<file path="config.mk">
export PLATFORM = sky130hd
export DESIGN_NAME = fetch_line_unit
export DESIGN_NICKNAME = d
export VERILOG_FILES = /design/src/rtl/fetch_line_unit.sv
export SDC_FILE = /design/constraint.sdc
export NUM_CORES = 1
export LEC_CHECK = 0
export BUFFER_PORTS_ARGS = -buffer_cell sky130_fd_sc_hd__buf_2
export CAP_MARGIN = 20
export CORE_UTILIZATION = 45
export DETAILED_ROUTE_END_ITERATION = 8
export GPL_ROUTABILITY_DRIVEN = 0
export MAX_ROUTING_LAYER = met4
export PLACE_DENSITY = 0.73
export SYNTH_ARGS = -nofsm -noshare
export SYNTH_HDL_FRONTEND = slang
export SYNTH_SLANG_ARGS = --single-unit
</file>
<file path="constraint.sdc">
create_clock -name clk -period 9.4 [get_ports clk]
set_input_delay 0.47 -clock clk [delete_from_list [all_inputs] [get_ports clk]]
set_output_delay 0.47 -clock clk [all_outputs]
set_load 0.02 [all_outputs]
</file>
<file path="src/rtl/fetch_line_unit.sv">
// Line-based instruction fetch front end: fills a 64-byte line from the bus
// and hands 32-bit words to decode in program order.
`ifndef SYSBUS_MEMORY
`define SYSBUS_MEMORY 4'h1
`endif

module fetch_line_unit #(
  parameter int BUS_DATA_WIDTH = 64,
  parameter int BUS_TAG_WIDTH  = 13,
  parameter int LINE_BEATS     = 8
) (
  input  logic                      clk,
  input  logic                      reset,
  input  logic [63:0]               entry,
  output logic                      bus_reqcyc,
  output logic [BUS_DATA_WIDTH-1:0] bus_req,
  output logic [BUS_TAG_WIDTH-1:0]  bus_reqtag,
  input  logic                      bus_reqack,
  input  logic                      bus_respcyc,
  input  logic [BUS_DATA_WIDTH-1:0] bus_resp,
  input  logic [BUS_TAG_WIDTH-1:0]  bus_resptag,
  output logic                      bus_respack,
  input  logic                      redirect_valid,
  input  logic [63:0]               redirect_pc,
  output logic                      out_valid,
  output logic [31:0]               out_instr,
  output logic [63:0]               out_pc,
  input  logic                      out_ready,
  output logic                      halted
);

  localparam int LW = LINE_BEATS * BUS_DATA_WIDTH;
  localparam int CW = $clog2(LINE_BEATS);
  localparam logic [CW-1:0] LAST = CW'(LINE_BEATS - 1);
  localparam logic [BUS_TAG_WIDTH-1:0] TAG =
    BUS_TAG_WIDTH'({1'b1, `SYSBUS_MEMORY, 8'h00});

  typedef enum logic [2:0] {
    REQ, RESP, DRAIN, DISCARD, HALT
  } state_t;

  state_t        state, state_n;
  logic [63:0]   pc, pc_n;
  logic [63:0]   hold, hold_n;
  logic          pend, pend_n;
  logic [CW-1:0] cnt, cnt_n;
  logic [LW-1:0] line;
  logic [63:0]   rpc;
  logic [63:0]   pc_line;
  logic [31:0]   slot;
  logic          beat;
  logic          xfer;

  logic unused_bits;
  assign unused_bits = ^{bus_resptag, redirect_pc[1:0]};

  assign rpc     = {redirect_pc[63:2], 2'b00};
  assign pc_line = {pc[63:6], 6'b0};
  assign slot    = line[pc[5:2]*32 +: 32];

  always_comb begin
    state_n     = state;
    pc_n        = pc;
    hold_n      = hold;
    pend_n      = pend;
    cnt_n       = cnt;
    beat        = 1'b0;
    xfer        = 1'b0;
    bus_reqcyc  = 1'b0;
    bus_req     = '0;
    bus_reqtag  = '0;
    bus_respack = 1'b0;
    out_valid   = 1'b0;
    out_instr   = '0;
    out_pc      = '0;
    halted      = 1'b0;
    if (!reset) begin
      unique case (state)
        REQ: begin
          bus_reqcyc = 1'b1;
          // once a redirect is pending the issued address is frozen in hold
          bus_req    = BUS_DATA_WIDTH'(pend ? hold : pc_line);
          bus_reqtag = TAG;
          if (redirect_valid) pc_n = rpc;
          if (bus_reqack) begin
            state_n = (pend || redirect_valid) ? DISCARD : RESP;
            pend_n  = 1'b0;
          end else if (redirect_valid) begin
            pend_n = 1'b1;
            if (!pend) hold_n = pc_line;
          end
        end
        RESP, DISCARD: begin
          bus_respack = bus_respcyc;
          beat        = bus_respcyc;
          if (beat) cnt_n = cnt + 1'b1;
          if (redirect_valid) begin
            pc_n    = rpc;
            state_n = DISCARD;
          end
          if (beat && cnt == LAST) begin
            cnt_n   = '0;
            state_n = (state == RESP && !redirect_valid) ? DRAIN : REQ;
          end
        end
        DRAIN: begin
          out_instr = slot;
          out_pc    = pc;
          out_valid = (slot != 32'h0);
          xfer      = out_valid && out_ready;
          if (redirect_valid) begin
            pc_n    = rpc;
            state_n = REQ;
          end else if (slot == 32'h0) begin
            state_n = HALT;
          end else if (xfer) begin
            pc_n = pc + 64'd4;
            if (pc[5:2] == 4'hf) state_n = REQ;
          end
        end
        HALT: begin
          halted = 1'b1;
          if (redirect_valid) begin
            pc_n    = rpc;
            state_n = REQ;
          end
        end
        default: state_n = REQ;
      endcase
    end
  end

  always_ff @(posedge clk) begin
    if (reset) begin
      state <= REQ;
      pc    <= entry;
      hold  <= '0;
      pend  <= 1'b0;
      cnt   <= '0;
    end else begin
      state <= state_n;
      pc    <= pc_n;
      hold  <= hold_n;
      pend  <= pend_n;
      cnt   <= cnt_n;
    end
  end

  always_ff @(posedge clk) begin
    if (beat && state == RESP)
      line[cnt*BUS_DATA_WIDTH +: BUS_DATA_WIDTH] <= bus_resp;
  end

endmodule

</file>
==> out/results.txt <==
PwrDens = 195 nW/um^2
H-tree depth = 3
Synth Area per Inst = 12.1 sq um
Setup Fix Bufs, Post-CTS = 0
Critical Path Start = pc[2]
Crit path kind = flop to output port
Largest net degree at the start of global routing = 92
Crit path max fanout = 44
CP max-delay cell = edfxtp_1
Final Slew Violations = 0
Fin. Hold Viols = 0
TritonCTS buffer count = 71
Worst-Skew Late Latency = 0.62 ns
Peak supply drop = 0.149 mV
Status = finished, final reports clean
Distinct cells, synth = 62
Synth top area cells = edfxtp_1 54%, and2_1 7.9%, mux4_2 6.2%, mux2i_1 5.4%, dfxtp_1 4.5%
Seq/Total Area, Yosys = 0.589
Fin crit share = 0.624
Layout fillers = 5911
Die ar. = 71700 sq um
GR Util All Layers = 0.266
Number of synthesized flops with an enable pin = 576
Worst Setup End Kind = output port
Core Region = 69900 sq um
First-pass GRT wire length = 137000 um
Fmax = 0.171 GHz
Setup-failing EPs final = 0
Tot Pwr = 7.15 mW
Asr flop ratio synth = 0
DRT iter0 DRCs = 2746
Drc violations = 0
Slew HR = 0.246
CTS resizes = 0
First-pass DRT Iterations = 5
Drt wl/cell = 23.8 um
CTS max path bufs = 3
CTS root buf = clkbuf_16
Most frequent cells in the layout = 576 x edfxtp_1, 395 x and2_1, 360 x buf_2
Drt via density = 5.82
CP Cell Sequence = buf_4 -> mux4_2 -> a22o_1 -> a21oi_1 -> nor4bb_1 -> o2111ai_1 -> nor3_1 -> nor2_1 -> buf_2
Commonest non-fill, non-tap cell in the layout = edfxtp_1
Share of the synthesized area in the top cell type = 0.544
GRT Residual Overflow = 0
RR Startpoint = pc[2]
Cells after synthesis = 2637
CP Data Arrival Time = 5.39 ns
Chip height = 268 um
Area delta synth->final = 15.4%
Min-delay worst type = input port to flop
Initial core utilization = 0.455
Flops & latches, synth = 647
Worst path required time = 8.93 ns
Setup skew after layout = 0.0226 ns
Max-Cap Viols = 0
Sink Count = 647
Placement Rows = 97
Area of the multi-input gates = 12200 sq um
Yosys warns = 0
Critical hold path startpoint = bus_reqack
Final Critical Period = 5.86 ns
Proportion of layout cells with a drive suffix above 1 = 0.220
Critical path startpoint category = flop
# IOs = 388
Dominant synthesized flop cell = edfxtp_1
Vias = 22.9k
Clk slew on worst S/H paths = 0.06 ns
CTS tree = built
Final wirelength = 93700 um
Register area = 18700 sq um
Crit path largest cell delay = 0.77 ns
Net count, final = 3142
Die Wd = 268 um
Initial antenna violation count = 19
Pin slew with the least headroom to its limit = 1.13 ns
Static Leak = 14.6 nW
Routed Antenna Nets = 0
RSZ-0062 raised after global routing = no
# hold bufs at CTS = 0
Final HPWL DP = 57300 um
Cell taking the most area after synthesis = edfxtp_1
R2R Setup Slk = 3.96 ns
Setup TNS = 0 ns
Synth Cell Area = 31800 sq um
Number of global-route vias before repair = 22.5k
IO Port Bufs = 361
-- synth_stat cells, types with 19 or more instances --
cell type  instances
a21oi_1           97
and2_1           401
and3_1            85
buf_4             20
clkbuf_1         148
dfxtp_1           71
edfxtp_1         576
inv_1             20
mux2_2            25
mux2i_1          173
mux4_2            87
nand2_1          248
nand3_1           21
nor2_1           272
nor3_1            28
nor4_1            19
o21ai_0           77
o22ai_1           21
xnor2_1           26
xor2_1            30
-- metal layers --
layer | track usage | routed length (um) | up-vias
met5 | - | 0 | -
met1 | 0.329 | 35500 | 11300
li1 | - | - | 10100
met3 | 0.0542 | 9580 | 222
met2 | 0.431 | 45200 | 1309
met4 | 0.103 | 3480 | 0
-- report_power, final --
part	internal, mW	switching (mW)
registers	3.21	0.0892
clock network	1.55	1.17
logic	0.386	0.744
-- cell type report --
class                   instances  area share
flip-flops and latches        647       0.511
multi-input cells            1772       0.332
inverters                      21     0.00215
repair buffers                410      0.0610
well taps                     940      0.0321
clock inverters                30     0.00833
clock buffers                  94      0.0522
diodes                         17     0.00116
-- cells by family after synthesis --
logic type,Yosys count,share of synthesized area
and+or+nand+nor,1151,0.187
DFF,647,0.589
muxes,285,0.125
AOI/OAI and AO/OA,261,0.0489
buffers and inverters,228,0.0316
xor gates and xnor gates,56,0.0154
adders and majority gates,8,0.00315
other,1,0.000118
-- flip-flops by register name (all words and copies together) (netlist names) --
name	count
line	512
pc	64
state	3
pend	1
hold	64
cnt	3
-- through the flow --
stage                util  std cells  setup slack [ns]  hold slack [ns]  cell area (sq um)
floorplan               -       2647             0.294            0.436              31800
global route        0.524       3929              3.42           0.0936              36700
detailed placement  0.491       3788              4.20            0.446              34400
CTS                 0.523       3912              3.69           0.0670              36600
global placement    0.491       3788              4.26            0.442              34400
finish              0.525       3931              3.54            0.105              36700
-- worst paths after layout --
check / to / cells after the start
hold / removal: pend / 2
hold reg to reg: hold[25] / 2
setup / recovery: out_valid / 9
setup reg to reg: pc[12] / 9
-- critical path, delay by kind of cell, from the launching register on --
kind	cells	cell delay (ns)
simple gates	3	1.34
compound gates	3	1.03
buf+inv	2	0.96
flops	1	0.77
mux	1	0.60
Note: power is estimated with default switching activity, not from simulation.
